<file path="src/rtl/pdm_mic_frontend_if.sv">
`default_nettype none
// ============================================================================
// pdm_mic_frontend_if : PCM output bundle of the PDM microphone front end.
// Revision 1.0
// ============================================================================
interface pdm_mic_frontend_if #(
   parameter int NUM_CH    = 1,
   parameter int OUT_WIDTH = 16
);
   logic                          pdm_tick_out;
   logic [NUM_CH-1:0]             pdm_bits_out;
   logic                          sample_valid_out;
   logic [NUM_CH*OUT_WIDTH-1:0]   sample_out;

   modport master (
      output pdm_tick_out,
      output pdm_bits_out,
      output sample_valid_out,
      output sample_out
   );

   modport slave (
      input  pdm_tick_out,
      input  pdm_bits_out,
      input  sample_valid_out,
      input  sample_out
   );
endinterface
`default_nettype wire

</file>
<file path="src/rtl/pdm_mic_frontend.sv">
`default_nettype none
// ============================================================================
// pdm_mic_frontend : mic clock generation, per-channel PDM capture and boxcar
// decimation to signed PCM. Optional DC blocker: define PDM_FE_DCBLOCK_EN.
// Revision 1.0
// ============================================================================
module pdm_mic_frontend #(
   parameter int CLK_DIV   = 32,
   parameter int DECIM     = 256,
   parameter int OUT_WIDTH = 16,
   parameter int NUM_CH    = 1
) (
   input  logic               clk_in,
   input  logic               rst_in,
   input  logic               enable_in,
   input  logic               mic_data_in,
   output logic               mic_clk_out,
   pdm_mic_frontend_if.master pcm
);
   localparam int LOG2D = $clog2(DECIM);
   localparam int SW    = LOG2D + 1;
   localparam int CW    = $clog2(CLK_DIV);

   localparam logic [CW-1:0]    CNT_LAST  = CW'(CLK_DIV - 1);
   localparam logic [CW-1:0]    CNT_CH0   = CW'(CLK_DIV / 2 - 1);
   localparam logic [CW-1:0]    CNT_HALF  = CW'(CLK_DIV / 2);
   localparam logic [LOG2D-1:0] TICK_LAST = LOG2D'(DECIM - 1);
   localparam logic [SW-1:0]    DECIM_SW  = SW'(DECIM);

   logic [CW-1:0]                     cnt_q;
   logic                              mic_clk_q;
   logic                              wrap_q;
   logic                              tick_q;
   logic                              valid_q;
   logic [NUM_CH-1:0]                 smp_q;
   logic [NUM_CH-1:0]                 bits_q;
   logic [LOG2D-1:0]                  tick_cnt_q;
   logic [NUM_CH-1:0][SW-1:0]         tally_q;
   logic [NUM_CH-1:0][OUT_WIDTH-1:0]  aligned;
   logic [NUM_CH-1:0][OUT_WIDTH-1:0]  sample_q;
   logic                              close;

   // Gating with enable_in discards a frame whose closing tick meets a disable.
   assign close = tick_q && enable_in && (tick_cnt_q == TICK_LAST);

   always_ff @(posedge clk_in) begin
      if (rst_in) begin
         cnt_q      <= '0;
         mic_clk_q  <= 1'b0;
         wrap_q     <= 1'b0;
         tick_q     <= 1'b0;
         smp_q      <= '0;
         bits_q     <= '0;
         tick_cnt_q <= '0;
         tally_q    <= '0;
      end else if (!enable_in) begin
         cnt_q      <= '0;
         mic_clk_q  <= 1'b0;
         wrap_q     <= 1'b0;
         tick_q     <= 1'b0;
         tick_cnt_q <= '0;
         tally_q    <= '0;
      end else begin
         cnt_q     <= (cnt_q == CNT_LAST) ? '0 : cnt_q + 1'b1;
         mic_clk_q <= (cnt_q < CNT_HALF);
         wrap_q    <= (cnt_q == CNT_LAST);
         tick_q    <= wrap_q;
         if (wrap_q)
            bits_q <= smp_q;
         if (cnt_q == CNT_CH0)
            smp_q[0] <= mic_data_in;
         if (NUM_CH == 2 && cnt_q == CNT_LAST)
            smp_q[NUM_CH-1] <= mic_data_in;
         if (tick_q) begin
            tick_cnt_q <= close ? '0 : tick_cnt_q + 1'b1;
            for (int c = 0; c < NUM_CH; c++)
               tally_q[c] <= close ? '0 : tally_q[c] + SW'(bits_q[c]);
         end
      end
   end

   for (genvar c = 0; c < NUM_CH; c++) begin : g_ch
      logic [SW-1:0]        total;
      logic signed [SW-1:0] s;

      // total only reaches its top bit when every bit of the frame was 1.
      assign total = tally_q[c] + SW'(bits_q[c]);
      assign s     = total[SW-1] ? {1'b0, {LOG2D{1'b1}}}
                                 : ({total[SW-2:0], 1'b0} - DECIM_SW);

      if (OUT_WIDTH >= SW) begin : g_shl
         logic signed [OUT_WIDTH-1:0] ext;
         assign ext        = OUT_WIDTH'(s);
         assign aligned[c] = ext << (OUT_WIDTH - SW);
      end else begin : g_shr
         assign aligned[c] = OUT_WIDTH'(s >>> (SW - OUT_WIDTH));
      end
   end

`ifdef PDM_FE_DCBLOCK_EN
   localparam int IW = OUT_WIDTH + 2;
   localparam logic signed [IW-1:0] YMAX = {3'b000, {(OUT_WIDTH-1){1'b1}}};
   localparam logic signed [IW-1:0] YMIN = {3'b111, {(OUT_WIDTH-1){1'b0}}};

   logic [NUM_CH-1:0][OUT_WIDTH-1:0] x_q;
   logic [NUM_CH-1:0][OUT_WIDTH-1:0] xp_q;
   logic [NUM_CH-1:0][OUT_WIDTH-1:0] yp_q;
   logic [NUM_CH-1:0][OUT_WIDTH-1:0] y_sat;
   logic                             x_vld_q;

   for (genvar c = 0; c < NUM_CH; c++) begin : g_dc
      logic signed [IW-1:0] y_wide;
      assign y_wide = IW'($signed(x_q[c])) - IW'($signed(xp_q[c]))
                    + IW'($signed(yp_q[c])) - IW'($signed(yp_q[c]) >>> 10);
      assign y_sat[c] = (y_wide > YMAX) ? YMAX[OUT_WIDTH-1:0] :
                        (y_wide < YMIN) ? YMIN[OUT_WIDTH-1:0] :
                                          y_wide[OUT_WIDTH-1:0];
   end

   always_ff @(posedge clk_in) begin
      if (rst_in) begin
         x_q      <= '0;
         xp_q     <= '0;
         yp_q     <= '0;
         x_vld_q  <= 1'b0;
         valid_q  <= 1'b0;
         sample_q <= '0;
      end else if (!enable_in) begin
         xp_q     <= '0;
         yp_q     <= '0;
         x_vld_q  <= 1'b0;
         valid_q  <= 1'b0;
      end else begin
         x_vld_q <= close;
         valid_q <= x_vld_q;
         if (close)
            x_q <= aligned;
         if (x_vld_q) begin
            sample_q <= y_sat;
            xp_q     <= x_q;
            yp_q     <= y_sat;
         end
      end
   end
`else
   always_ff @(posedge clk_in) begin
      if (rst_in) begin
         valid_q  <= 1'b0;
         sample_q <= '0;
      end else begin
         valid_q <= close;
         if (close)
            sample_q <= aligned;
      end
   end
`endif

   assign mic_clk_out          = mic_clk_q;
   assign pcm.pdm_tick_out     = tick_q;
   assign pcm.pdm_bits_out     = bits_q;
   assign pcm.sample_valid_out = valid_q;
   assign pcm.sample_out       = sample_q;

endmodule
`default_nettype wire

</file>
<file path="src/flat_wrapper.sv">
// flat-port wrapper written by rule: the top's interface ports become plain ports
module pdm_mic_frontend_flat 
#(
   parameter int CLK_DIV   = 32,
   parameter int DECIM     = 256,
   parameter int OUT_WIDTH = 16,
   parameter int NUM_CH    = 1
)
  (clk_in, rst_in, enable_in, mic_data_in, mic_clk_out, pcm_pdm_tick_out, pcm_pdm_bits_out, pcm_sample_valid_out, pcm_sample_out);
  pdm_mic_frontend_if #(.NUM_CH(NUM_CH), .OUT_WIDTH(OUT_WIDTH)) pcm_i ();
  input  logic clk_in;
  input  logic rst_in;
  input  logic enable_in;
  input  logic mic_data_in;
  output logic mic_clk_out;
  output wire logic [$bits(pcm_i.pdm_tick_out)-1:0] pcm_pdm_tick_out;
  output wire logic [$bits(pcm_i.pdm_bits_out)-1:0] pcm_pdm_bits_out;
  output wire logic [$bits(pcm_i.sample_valid_out)-1:0] pcm_sample_valid_out;
  output wire logic [$bits(pcm_i.sample_out)-1:0] pcm_sample_out;
  assign pcm_pdm_tick_out = pcm_i.pdm_tick_out;
  assign pcm_pdm_bits_out = pcm_i.pdm_bits_out;
  assign pcm_sample_valid_out = pcm_i.sample_valid_out;
  assign pcm_sample_out = pcm_i.sample_out;
  pdm_mic_frontend #(.CLK_DIV(CLK_DIV), .DECIM(DECIM), .OUT_WIDTH(OUT_WIDTH), .NUM_CH(NUM_CH)) u_core (.clk_in(clk_in), .rst_in(rst_in), .enable_in(enable_in), .mic_data_in(mic_data_in), .mic_clk_out(mic_clk_out), .pcm(pcm_i));
endmodule
</file>
<file path="config.mk">
export PLATFORM = sky130hd
export DESIGN_NAME = pdm_mic_frontend_flat
export DESIGN_NICKNAME = d
export VERILOG_FILES = /design/src/rtl/pdm_mic_frontend_if.sv /design/src/rtl/pdm_mic_frontend.sv /design/src/flat_wrapper.sv
export SDC_FILE = /design/constraint.sdc
export NUM_CORES = 1
export LEC_CHECK = 0
export CORE_UTILIZATION = 53
export CTS_CLUSTER_DIAMETER = 30
export DETAILED_ROUTE_END_ITERATION = 8
export PLACE_DENSITY = 0.78
export SYNTH_ARGS = -nofsm -noshare
export SYNTH_HDL_FRONTEND = slang
export SYNTH_SLANG_ARGS = --single-unit
</file>
<file path="constraint.sdc">
create_clock -name clk_in -period 2.7 [get_ports clk_in]
set_clock_uncertainty 0.2 [all_clocks]
set_input_delay 0.27 -clock clk_in [delete_from_list [all_inputs] [get_ports clk_in]]
set_output_delay 0.27 -clock clk_in [all_outputs]
set_load 0.05 [all_outputs]
</file>
==> summary.md <==
| Metric | Value |
|---|---|
| Status | complete, but fails checks |
| Failing checks | design-rule violations |
| FMAX | 459 MHz |
| Post-CTS Resized | 0 |
| Setup slack, reg-to-reg | 520 ps |
| Reg clk slew, reported paths | 100 ps |
| H-tree levels | 2 |
| Input/output buffers | 16 |
| Synth cell types | 31 |
| Layout cells sized above 1 | 5.94% |
| Postcts setup bufs | 0 |
| Final ANT Viol Nets | 0 |
| Most common cell in the netlist | dfxtp_1 |
| Slew HR | 65.6% |
| CTS sink count | 37 |
| Drt pass-1 iters | 6 |
| Via density | 5.79 |
| Mapped Area | 1620 sq um |
| DP Wirelength | 2480 microns |
| Pre-CTS WS | 341 ps |
| Synth area leaders | dfxtp_1 46%, a21oi_1 4.9%, nor3_1 4.9% |
| Critical path startpoint | u_core.pcm.pdm_bits_out$_SDFFE_PP0P_ |
| Root Driver | clkbuf_4 |
| Clk_lat worst skew | 330 ps |
| Design Power | 0.864 mW |
| Area Overhead vs Synth | 12.8% |
| Die height | 57.3 microns |
| GRT Overall Usage | 22.4% |
| Clk buf depth | 2 |
| GP Congestion | 0.798 |
| Dpl cells | 225 |
| Area leader, netlist | dfxtp_1 |
| Max_cap viols | 0 |
| Max incr delay on CP | 450 ps |
| Via Count | 1348 |
| Max-slew violation count | 0 |
| Core Rows | 19 |
| Core Region | 2830 sq um |
| Tmin final | 2180 ps |
| Largest delay share family, worst path | simple AND/OR/NAND/NOR gates |
| Leakage | 0.628 nW |
| Drt initial violations | 99 |
| Final setup viols | 0 |
| Cell mode on critical path | ha_1 |
| Async set-reset flop share out of synthesis | 0% |
| DIE AREA | 3280 sq um |
| Post-synthesis sequential area ratio | 45.8% |
| Yosys warnings | 0 |
| Worst Hold Class | reg2reg |
| Fin crit share | 80.6% |
| Power per Cell Area | 473 nW/um^2 |
| Post-place instance area | 1770 sq um |
| Launching point of the worst reg2reg path | u_core.pcm.pdm_bits_out$_SDFFE_PP0P_ |
| Pin count of the biggest net entering global routing | 16 |
| Diode count | 0 |
| Post-DR wirelength/cell | 14.4 microns |
| # IOs | 24 |
| Starting Density | 57.2% |
| RSZ-0062 raised after global routing | no |
| VDD IR max | 0.302 mV |
| First-pass GRT wire length | 5660 microns |
| CTS Buf Count | 5 |
| DRC | 1 |
| Crit path launch type | flop |
| Syn avg cell area | 8.84 sq um |
| Total Wirelength | 3350 microns |
| Final #Nets | 211 |
| Crit-path cells | ha_1 > ha_1 > nand3_1 > o21ai_0 > nor3b_4 > a21oi_1 |
| Critical path buffers and inverters | 0 |
| EDFF count, synth | 0 |
| Sum of negative setup slack | 0 ps |
| Hold Startpoint | u_core.cnt_q[4]$_SDFF_PP0_ |
| Top cells by count, synth | 37 x dfxtp_1, 16 x a21oi_1, 16 x nand2_1, 16 x nor3_1, 14 x o21ai_0 |
| CP max-delay cell | nor3b_4 |
| Share of the synthesized area in the top cell type | 45.8% |
| Worst Tran Pin Value | 514 ps |
| Critical Path AT | 2180 ps |
| Die Wd | 57.3 microns |
| Gr ovfl total | 0 |
| Worst Setup End Kind | flop |
| Hold buffer count at cts | 0 |
| Worst Path Max Fanout | 9 |
| Non-filler cells, final | 233 |
| Critical path class | reg2reg |
| Hold Vio Cnt, Final | 0 |
| TritonCTS clock tree | yes |
| Synthesized netlist cell count | 183 |
| Final instance area | 1820 sq um |
| Post-synth top flop | dfxtp_1 |
| #FFs+latches synth | 37 |
| Final Worst Setup Slack | 524 ps |
| CP required | 2710 ps |
| Vias in the first global route | 1301 |
| Initial antenna violation count | 0 |
## metrics by stage
stage	util [%]	hold slack, ps
floorplan	-	139
global placement	62.7	240
detailed placement	62.7	243
CTS	64.5	260
global route	64.5	285
finish	64.5	260
## flip-flops by register name, indices dropped and copies added, names as in the netlist
register	flops
u_core.tick_cnt_q	8
u_core.smp_q	1
u_core.tally_q	9
u_core.mic_clk_out	1
u_core.cnt_q	5
u_core.pcm.pdm_bits_out	1
u_core.pcm.pdm_tick_out	1
u_core.pcm.sample_out	9
u_core.pcm.sample_valid_out	1
u_core.wrap_q	1
## placed cells by master, fill, tap and decap left out, types with 3 or more instances in the layout
master / instances
buf_4: 3
xor2_1: 5
a21oi_1: 16
a32o_1: 3
o21a_1: 4
nand3_1: 11
clkbuf_4: 5
clkdlybuf4s50_1: 16
nor3_1: 16
xnor2_1: 5
inv_1: 5
nand2_1: 16
nor2_1: 11
conb_1: 7
dfxtp_1: 37
ha_1: 6
o21ai_0: 14
## power breakdown
part	internal, mW	switching [mW]	total [mW]
Combinational	0.00870	0.0363	0.0450
Clock	0.0992	0.171	0.270
Sequential	0.548	0.00115	0.549
## cell type report
type,instances,area (sq um)
Fill cell,226,1000
Multi-Input combinational cell,132,788
Sequential cell,37,741
Timing Repair Buffer,19,183
Clock buffer,6,41.3
Tap cell,31,38.8
Inverter,6,22.5
Clock inverter,2,10.0
## per-layer routing
layer	wire length, microns	up-vias	track usage [%]	part of all wire [%]
met5	0	-	0	0
met1	1380	625	25.7	41
li1	-	658	-	-
met2	1720	54	39.0	51
met4	63	0	9.06	1.9
met3	183	11	6.80	5.5
## final timing paths
| kind | end | cells past startpoint |
|---|---|---|
| max | u_core.pcm.sample_out[9]$_SDFFE_PP0P_ | 6 |
| min | u_core.mic_clk_out$_SDFF_PP0_ | 1 |
| min reg2reg | u_core.mic_clk_out$_SDFF_PP0_ | 1 |
| max reg2reg | u_core.pcm.sample_out[9]$_SDFFE_PP0P_ | 6 |
## cells by family after synthesis
group           synth area share, %
flops                          45.8
compound gates                 14.5
simple gates                   21.3
xor+xnor                       5.41
buf+inv                        6.88
mux                            1.24
other cells                   0.232
fa+ha+maj                      4.64
No activity file was read; power rests on OpenSTA's default activity.
